**config.mk**
```make
export PLATFORM = sky130hd
export DESIGN_NAME = text_line_pixel_gen
export DESIGN_NICKNAME = d
export VERILOG_FILES = /design/src/rtl/text_line_pixel_gen.sv
export SDC_FILE = /design/constraint.sdc
export NUM_CORES = 1
export LEC_CHECK = 0
export ABC_AREA = 1
export ABC_CLOCK_PERIOD_IN_PS = 1810
export CAP_MARGIN = 20
export CORE_UTILIZATION = 31
export DETAILED_ROUTE_END_ITERATION = 8
export PLACE_DENSITY = 0.65
export SLEW_MARGIN = 10
export SYNTH_ARGS = -nofsm -noshare
export SYNTH_HDL_FRONTEND = slang
export SYNTH_SLANG_ARGS = --single-unit
```
**constraint.sdc**
```tcl
create_clock -name clk -period 1.81 [get_ports clk]
set_input_delay 0.2715 -clock clk [delete_from_list [all_inputs] [get_ports clk]]
set_output_delay 0.2715 -clock clk [all_outputs]
set_load 0.02 [all_outputs]
```
**src/rtl/text_line_pixel_gen.sv**
```systemverilog
// Text-line pixel generator: fetches characters from the text ROM, looks up glyph rows in the
// font ROM and serialises them MSB-first, one pixel per clock, with the next glyph prefetched.
module text_line_pixel_gen #(
    parameter int unsigned NUM_CHARS = 80,
    parameter int unsigned CHAR_W    = 8,
    parameter int unsigned ROM_LAT   = 2,
    parameter int unsigned FONT_LAT  = 1
) (
    input  logic              clk,
    input  logic              rst_n,
    input  logic              i_start,
    input  logic              i_abort,
    input  logic [2:0]        i_glyph_row,
    output logic [6:0]        o_char_addr,
    input  logic [6:0]        i_char_code,
    output logic [9:0]        o_font_addr,
    input  logic [CHAR_W-1:0] i_font_row,
    output logic              o_pixel,
    output logic              o_pixel_valid,
    output logic              o_busy,
    output logic              o_line_done
);

    localparam int unsigned ADDR_W = 7;
    localparam int unsigned ROW_W  = 3;
    localparam int unsigned PIX_W  = $clog2(CHAR_W);

    localparam logic [ADDR_W-1:0] LAST_ADDR = ADDR_W'(NUM_CHARS - 1);
    localparam logic [PIX_W-1:0]  LAST_PIX  = PIX_W'(CHAR_W - 1);
    localparam logic [PIX_W-1:0]  PRE_LAT   = PIX_W'(ROM_LAT + FONT_LAT);

    if (ROM_LAT + FONT_LAT > CHAR_W - 1) begin : g_lat_err
        $error("ROM_LAT + FONT_LAT must not exceed CHAR_W - 1");
    end
    if (NUM_CHARS < 1 || NUM_CHARS > 128) begin : g_num_err
        $error("NUM_CHARS must be in 1..128");
    end

    typedef enum logic [1:0] {
        S_IDLE     = 2'd0,
        S_PREFETCH = 2'd1,
        S_SHIFT    = 2'd2,
        S_DONE     = 2'd3
    } state_t;

    state_t              r_state,       w_state;
    logic [ROW_W-1:0]    r_glyph_row,   w_glyph_row;
    logic [ADDR_W-1:0]   r_char_addr,   w_char_addr;
    logic [ADDR_W-1:0]   r_char_idx,    w_char_idx;
    logic [PIX_W-1:0]    r_wait_cnt,    w_wait_cnt;
    logic [PIX_W-1:0]    r_pix_cnt,     w_pix_cnt;
    logic [CHAR_W-2:0]   r_shift,       w_shift;
    logic                r_pixel,       w_pixel;
    logic                r_pixel_valid, w_pixel_valid;
    logic                r_busy,        w_busy;
    logic                r_line_done,   w_line_done;
    logic [ADDR_W-1:0]   w_addr_step;

    // Prefetch address saturates at the last character instead of wrapping
    assign w_addr_step = (r_char_addr == LAST_ADDR) ? r_char_addr : r_char_addr + ADDR_W'(1);

    always_ff @(posedge clk or negedge rst_n) begin
        if (!rst_n) begin
            r_state       <= S_IDLE;
            r_glyph_row   <= '0;
            r_char_addr   <= '0;
            r_char_idx    <= '0;
            r_wait_cnt    <= '0;
            r_pix_cnt     <= '0;
            r_shift       <= '0;
            r_pixel       <= 1'b0;
            r_pixel_valid <= 1'b0;
            r_busy        <= 1'b0;
            r_line_done   <= 1'b0;
        end else begin
            r_state       <= w_state;
            r_glyph_row   <= w_glyph_row;
            r_char_addr   <= w_char_addr;
            r_char_idx    <= w_char_idx;
            r_wait_cnt    <= w_wait_cnt;
            r_pix_cnt     <= w_pix_cnt;
            r_shift       <= w_shift;
            r_pixel       <= w_pixel;
            r_pixel_valid <= w_pixel_valid;
            r_busy        <= w_busy;
            r_line_done   <= w_line_done;
        end
    end

    always_comb begin
        w_state       = r_state;
        w_glyph_row   = r_glyph_row;
        w_char_addr   = r_char_addr;
        w_char_idx    = r_char_idx;
        w_wait_cnt    = r_wait_cnt;
        w_pix_cnt     = r_pix_cnt;
        w_shift       = r_shift;
        w_pixel       = r_pixel;
        w_pixel_valid = r_pixel_valid;
        w_busy        = r_busy;
        w_line_done   = 1'b0;

        case (r_state)
            S_IDLE: begin
                if (i_start) begin
                    w_glyph_row = i_glyph_row;
                    w_char_addr = '0;
                    w_char_idx  = '0;
                    w_wait_cnt  = '0;
                    w_pix_cnt   = '0;
                    w_busy      = 1'b1;
                    w_state     = S_PREFETCH;
                end
            end
            S_PREFETCH: begin
                if (r_wait_cnt == PRE_LAT) begin
                    w_shift       = i_font_row[CHAR_W-2:0];
                    w_pixel       = i_font_row[CHAR_W-1];
                    w_pixel_valid = 1'b1;
                    w_char_addr   = w_addr_step;
                    w_pix_cnt     = '0;
                    w_state       = S_SHIFT;
                end else begin
                    w_wait_cnt = r_wait_cnt + PIX_W'(1);
                end
            end
            S_SHIFT: begin
                if (r_pix_cnt != LAST_PIX) begin
                    w_shift   = {r_shift[CHAR_W-3:0], 1'b0};
                    w_pixel   = r_shift[CHAR_W-2];
                    w_pix_cnt = r_pix_cnt + PIX_W'(1);
                end else if (r_char_idx == LAST_ADDR) begin
                    w_shift       = '0;
                    w_pixel       = 1'b0;
                    w_pixel_valid = 1'b0;
                    w_busy        = 1'b0;
                    w_line_done   = 1'b1;
                    w_state       = S_DONE;
                end else begin
                    // Next glyph row has been waiting on i_font_row since mid-character
                    w_shift     = i_font_row[CHAR_W-2:0];
                    w_pixel     = i_font_row[CHAR_W-1];
                    w_pix_cnt   = '0;
                    w_char_idx  = r_char_idx + ADDR_W'(1);
                    w_char_addr = w_addr_step;
                end
            end
            S_DONE: begin
                w_state = S_IDLE;
            end
            default: begin
                w_state = S_IDLE;
            end
        endcase

        if (i_abort && (r_state != S_IDLE)) begin
            w_state       = S_IDLE;
            w_pixel       = 1'b0;
            w_pixel_valid = 1'b0;
            w_busy        = 1'b0;
            w_line_done   = 1'b0;
        end
    end

    assign o_font_addr   = {i_char_code, r_glyph_row};
    assign o_char_addr   = r_char_addr;
    assign o_pixel       = r_pixel;
    assign o_pixel_valid = r_pixel_valid;
    assign o_busy        = r_busy;
    assign o_line_done   = r_line_done;

endmodule

```
==> results of run 1 <==
==> critical path: cells and delay by family (launching register included) <==
kind                     cells  cell delay (ns)
flip-flops                   1             0.43
AND/OR/NAND/NOR              4             0.55
adder cells (fa/ha/maj)      1             0.25
AO/OA/AOI/OAI                1             0.06
buffers and inverters        2             0.31
==> repair_timing <==
| item | 4_1_cts | 5_1_grt |
|---|---|---|
| endpoints found under the setup margin | 0 | 17 |
| hold endpoints to repair | 0 | 0 |
| setup buffers | 0 | 0 |
| resized for setup | 0 | 10 |
==> per-layer routing <==
metal	share of wire [%]	vias to the layer above
li1	-	983
met2	47	44
met5	0	-
met1	47	874
met4	1.5	0
met3	4.6	10
==> cell type report <==
class / instances / area [um^2]
Fill cell: 706 / 4075
Multi-Input combinational cell: 207 / 1102
Sequential cell: 36 / 900.9
Timing Repair Buffer: 41 / 377.9
Inverter: 33 / 123.9
Tap cell: 96 / 120.1
Clock buffer: 7 / 86.33
Clock inverter: 1 / 7.507
==> power breakdown <==
group | total, mW | switching, mW | leakage [nW] | internal [mW]
logic | 1.97 | 1.18 | 0.855 | 0.785
clock network | 0.600 | 0.291 | 0.0445 | 0.309
registers | 1.20 | 0.162 | 0.465 | 1.04
==> cell families after synthesis <==
logic type,after synthesis,share of synthesized area [%]
buf+inv,44,9.879
fa+ha+maj,11,6.318
xor+xnor,3,1.206
simple gates,165,33.37
flops,36,41.36
compound gates,28,7.869
==> registers in the layout, summed over array words and instances (netlist names), 2 cells and up <==
name         cells
o_char_addr      7
r_glyph_row      3
r_pix_cnt        3
r_wait_cnt       3
r_shift          7
r_state          2
r_char_idx       7
==> worst paths after layout <==
check,endpoint,slack (ns),cells after the start
setup / recovery,r_char_idx[5],0.10,8
hold / removal,o_char_addr[5],0.39,2
max in group asynchronous,r_glyph_row[0],1.08,2
setup reg to reg,r_char_idx[5],0.10,8
hold reg to reg,r_wait_cnt[1],0.48,2
min in group clk,r_wait_cnt[1],0.48,2
==> stage by stage <==
step                utilization [%]  total power [mW]  hold WS (ns)
detailed placement            38.05             3.121        0.4650
floorplan                         -             2.520      -0.02409
finish                        40.02             3.772        0.3925
global route                  40.02             4.132        0.4439
global placement              38.05             3.106        0.4647
CTS                           39.43             3.742        0.4082
==> cells in the mapped netlist <==
library cell	number
a21oi_1	13
buf_2	1
buf_4	7
buf_6	3
clkinv_1	1
dfrtp_1	36
ha_1	11
inv_1	30
inv_2	2
nand2_1	87
nand2_2	1
nand3_1	31
nand3_2	2
nand4_1	8
nor2_1	28
nor2_2	2
nor3_2	1
nor3_4	1
o21ai_0	4
o21ai_1	2
o21ai_2	8
o22ai_1	1
or2_2	4
xnor2_1	1
xor2_1	2
==> metrics.md, run 1 <==
| Metric | Value |
|---|---|
| Outcome | finished clean |
| Initial antenna violation count | 0 |
| TritonCTS clock tree | done |
| Hold/Removal Path Class | in2async |
| Post-DP Area | 0.002585 mm^2 |
| Clk sink count | 36 |
| CP max FO | 8 |
| CP startpoint | r_state[1] |
| # IOs | 43 |
| CP max stage delay | 0.43 ns |
| Cell variety after synth | 25 |
| Drt pass-1 iters | 4 |
| Crit path arrival time | 1.90 ns |
| Most frequent cells in the layout | 86 x nand2_1, 36 x dfrtp_1, 31 x nand3_1 |
| Crit path cell chain | inv_1 -> ha_2 -> nor2_1 -> nor3_4 -> nand2_2 -> buf_4 -> nand2_1 -> o21ai_2 |
| Post-synth top area share | 41.36% |
| Via/cell ratio | 4.539 |
| Worst setup margin | 0.1004 ns |
| Slowest CP cell | dfrtp_1 |
| Routed WL | 4749 um |
| Final hold vios | 0 |
| Area delta synth->final | 24.81% |
| Final period utilization | 94.45% |
| Slew @ Worst Pin | 0.4671 ns |
| Worst r2r src | r_state[1] |
| Root buffer cell | clkbuf_8 |
| Row cnt | 30 |
| Yosys warns | 0 |
| Final setup skew | 0.006274 ns |
| Cell taking the most area after synthesis | dfrtp_1 |
| Die Area | 0.007366 mm^2 |
| GRT met1 Usage | 17.54% |
| CTS max path bufs | 2 |
| Post-Syn Area per Cell | 7.590 um^2 |
| CP Capture Type | register |
| Final RePlAce weighted congestion | 0.8487 |
| Initial Util | 32.06% |
| Met3 usage | 2.695% |
| Critical path type | reg2reg |
| Pwr per Cell Area | 1387 mW/mm^2 |
| H-tree levels | 2 |
| Input/output buffers | 28 |
| Critical Path RT | 2.00 ns |
| Syn Std Cell Area | 0.002178 mm^2 |
| Setup TNS | 0 ns |
| N_diodes | 0 |
| GRT Overall Usage | 13.88% |
| Final instance area | 0.002719 mm^2 |
| GR peak layer | met2 |
| Total core area | 0.006794 mm^2 |
| Clk pin slew, worst setup/hold paths | 0.07 ns |
| Die Wd | 85.83 um |
| Final Max Slew Viols | 0 |
| Share of cells above drive strength 1 | 14.46% |
| Post-DP HPWL | 3467 um |
| Max Freq | 0.5849 GHz |
| Iteration-0 DRC Markers | 106 |
| Setup violations, final | 0 |
| First-pass GRT wire length | 8107 um |
| Die Y | 85.83 um |
| CP Launch Type | register |
| Gate count after technology mapping | 287 |
| Commonest non-fill, non-tap cell in the layout | nand2_1 |
| Placed insts | 413 |
| Number of global-route vias before repair | 1813 |
| Antenna-violating nets left | 0 |
| Max-slew headroom | 68.86% |
| Via count | 1911 |
| M2 GR Usage | 23.42% |
| Largest net degree at the start of global routing | 37 |
| Hold_buf cts | 0 |
| Total grt overflow | 0 |
| Minimum clock period | 1.710 ns |
| Nets | 357 |
| Mapped Nets | 320 |
| Worst VDD drop | 819.8 uV |
| Total CTS buffers | 5 |
| Setup WS pre-CTS | -0.02443 ns |
| Lkg Pwr | 1.364 nW |
| Sequential area share after synthesis | 41.36% |
| Max-cap check violation count | 0 |
| Routed len/inst | 11.28 um |
| Final std cells w/o fill | 421 |
| Drt drc | 0 |
| Synth top area cells | dfrtp_1 41%, nand2_1 15%, nand3_1 7.1% |
| Worst-Skew Late Latency | 0.29 ns |
| Post-synthesis register bit count | 36 |
(Power assumes the default switching activity.)
==> inputs of run 2 (changes only) <==
--- a/config.mk
+++ b/config.mk
@@ -8,9 +8,11 @@
 export ABC_AREA = 1
 export ABC_CLOCK_PERIOD_IN_PS = 1810
 export CAP_MARGIN = 20
-export CORE_UTILIZATION = 31
+export CELL_PAD_IN_SITES_DETAIL_PLACEMENT = 2
+export CELL_PAD_IN_SITES_GLOBAL_PLACEMENT = 2
+export CORE_UTILIZATION = 29
 export DETAILED_ROUTE_END_ITERATION = 8
-export PLACE_DENSITY = 0.65
+export PLACE_DENSITY = 0.91
 export SLEW_MARGIN = 10
 export SYNTH_ARGS = -nofsm -noshare
 export SYNTH_HDL_FRONTEND = slang
==> metrics.md, run 2 (synthesized netlist as in run 1, its figures left out) <==
| Metric | Value |
|---|---|
| Final hold vios | 0 (unchanged) |
| Share of cells above drive strength 1 | 18.73% (+4.3 points) |
| GRT Overall Usage | 18.83% (+5.0 points) |
| R2R setup slack | 0.09 ns (about the same) |
| TritonCTS clock tree | done |
| Commonest non-fill, non-tap cell in the layout | nand2_1 |
| Hold/Removal Path Class | in2async |
| Root buffer cell | clkbuf_8 |
| CP Launch Type | register |
| Total core area | 0.007253 mm^2 (+6.8%) |
| Final setup skew | 0.007699 ns (+0.001425 ns) |
| Post-DP Area | 0.002619 mm^2 (+1.3%) |
| Placed insts | 419 (+1.5%) |
| CP Capture Type | register |
| Combinational group share of total power | 55.3% (+3.1 points) |
| Sw frac | 46.20% (+2.8 points) |
| Worst-Skew Late Latency | 0.30 ns (about the same) |
| Via count | 2088 (+9.3%) |
| Critical path type | reg2reg |
| H-tree levels | 2 (unchanged) |
| Number of global-route vias before repair | 2245 (+24%) |
| Largest net degree at the start of global routing | 16 (-57%) |
| Outcome | finished clean |
| Clock power frac | 14.7% (-1.2 points) |
| Total CTS buffers | 5 (unchanged) |
| Die Wd | 88.67 um (+3.3%) |
| Final RePlAce weighted congestion | 0.7957 (-6.2%) |
| Minimum clock period | 1.723 ns (+0.01307 ns) |
| Max Freq | 0.5805 GHz (-0.76%) |
| FF/Latch Area | 902.1 um^2 (+0.14%) |
| Final instance area | 0.002780 mm^2 (+2.3%) |
| Most frequent cells in the layout | 85 x nand2_1, 35 x dfrtp_1, 30 x nand3_1 |
| RSZ-0062 raised after global routing | yes |
| Nets | 363 (+1.7%) |
| Total grt overflow | 0 (unchanged) |
| Filler cells | 872 (+24%) |
| Die Area | 0.007862 mm^2 (+6.7%) |
| Lkg Pwr | 1.406 nW (+3.1%) |
| Initial antenna violation count | 0 (unchanged) |
| Final period utilization | 95.18% (+0.72 points) |
| Clk pin slew, worst setup/hold paths | 0.08 ns (about the same) |
| Sequential share of power | 30.0% (-1.9 points) |
| Row cnt | 31 (+3.3%) |
| Slew @ Worst Pin | 0.3534 ns (-0.1137 ns) |
| Crit path arrival time | 1.95 ns (+0.05 ns) |
| Final Max Slew Viols | 0 (unchanged) |
| Initial Util | 30.03% (-2.0 points) |
| First-pass GRT wire length | 11160 um (+38%) |
| N_diodes | 0 (unchanged) |
| Pwr per Cell Area | 1460 mW/mm^2 (+5.2%) |
| CTS max path bufs | 2 (unchanged) |
| Drt pass-1 iters | 3 (-1) |
| Critical Path RT | 2.04 ns (+0.04 ns) |
| Clk sink count | 36 (unchanged) |
| # IOs | 43 (unchanged) |
| Die Y | 88.67 um (+3.3%) |
| Final std cells w/o fill | 430 (+2.1%) |
| Area of the multi-input gates | 0.001110 mm^2 (+0.68%) |
| Switching power | 1.875 mW (+15%) |
| Iteration-0 DRC Markers | 47 (-56%) |
| Max-slew headroom | 76.44% (+7.6 points) |
| Post-DP HPWL | 5287 um (+53%) |
| Input/output buffers | 28 (unchanged) |
| Max-cap check violation count | 0 (unchanged) |
| Hold WS | 0.4075 ns (+0.01503 ns) |
| Setup violations, final | 0 (unchanged) |
| P_int | 2.184 mW (+2.3%) |
| Routed len/inst | 16.09 um (+43%) |
| Routed WL | 6920 um (+46%) |
| Antenna-violating nets left | 0 (unchanged) |
| Via/cell ratio | 4.856 (+7.0%) |
| Worst VDD drop | 695.8 uV (-15%) |
| Drt drc | 0 (unchanged) |
| Area delta synth->final | 27.63% |
| CP max FO | 12 (+4) |
-- run 2: layer usage --
metal / track usage (%) / wire length [um]
met3: 3.265 / 147
met2: 36.15 / 3950
met5: 0 / 0
met4: 5.572 / 86
met1: 21.06 / 2735
-- run 2: repair_timing --
action | 4_1_cts | 5_1_grt
buffers inserted | 1 | 1
hold endpoints to repair | 13 | 0
hold buffers | 1 | 0
pin swaps | 1 | 2
gates resized for setup | 3 | 14
setup endpoints to repair | 10 | 30
-- run 2: worst paths after layout --
check | endpoint | startpoint | depth (start not counted)
setup / recovery | o_char_addr[5] | r_state[1] | 8
hold / removal | r_shift[4] | rst_n | 2
setup reg to reg | o_char_addr[5] | r_state[1] | 8
hold reg to reg | r_wait_cnt[1] | r_wait_cnt[1] | 2
max in group asynchronous | r_state[0] | rst_n | 3
min in group clk | r_wait_cnt[1] | r_wait_cnt[1] | 2
-- run 2: per-stage QoR --
stage,power (mW),TNS [ns],setup WS (ns),util [%]
6_report,4.059,0,0.08731,38.33
5_1_grt,4.385,-0.3344,-0.06537,38.33
4_1_cts,4.049,0,0.002595,37.69
3_5_place_dp,3.370,-0.5026,-0.08629,36.10
3_3_place_gp,3.203,-0.06133,-0.01888,36.10
2_1_floorplan,2.520,0,0.2686,-
-- run 2: critical path: stages (launching register included) --
cell and delay, ns:
dfrtp_1 0.42, inv_1 0.11, ha_2 0.40, inv_2 0.08, nor2_1 0.09, nand3_1 0.18
nand3_4 0.23, nand2_1 0.07, nand2_1 0.09
-- run 2: area by class of cell --
type,instances,area share (%)
multi-input cells,207,39.92
flip-flops and latches,36,32.45
repair buffers,47,15.57
inverters,33,4.455
well taps,99,4.455
clock buffers,5,2.475
clock inverters,3,0.6751
-- run 2: power groups by stage --
stage	sequential, mW	combinational (mW)	clock, mW
after global placement	1.22	1.99	0
after global routing	1.25	2.49	0.643
after detailed placement	1.24	2.13	0
after floorplan	1.29	1.23	0
final	1.22	2.24	0.597
after CTS	1.22	2.21	0.624
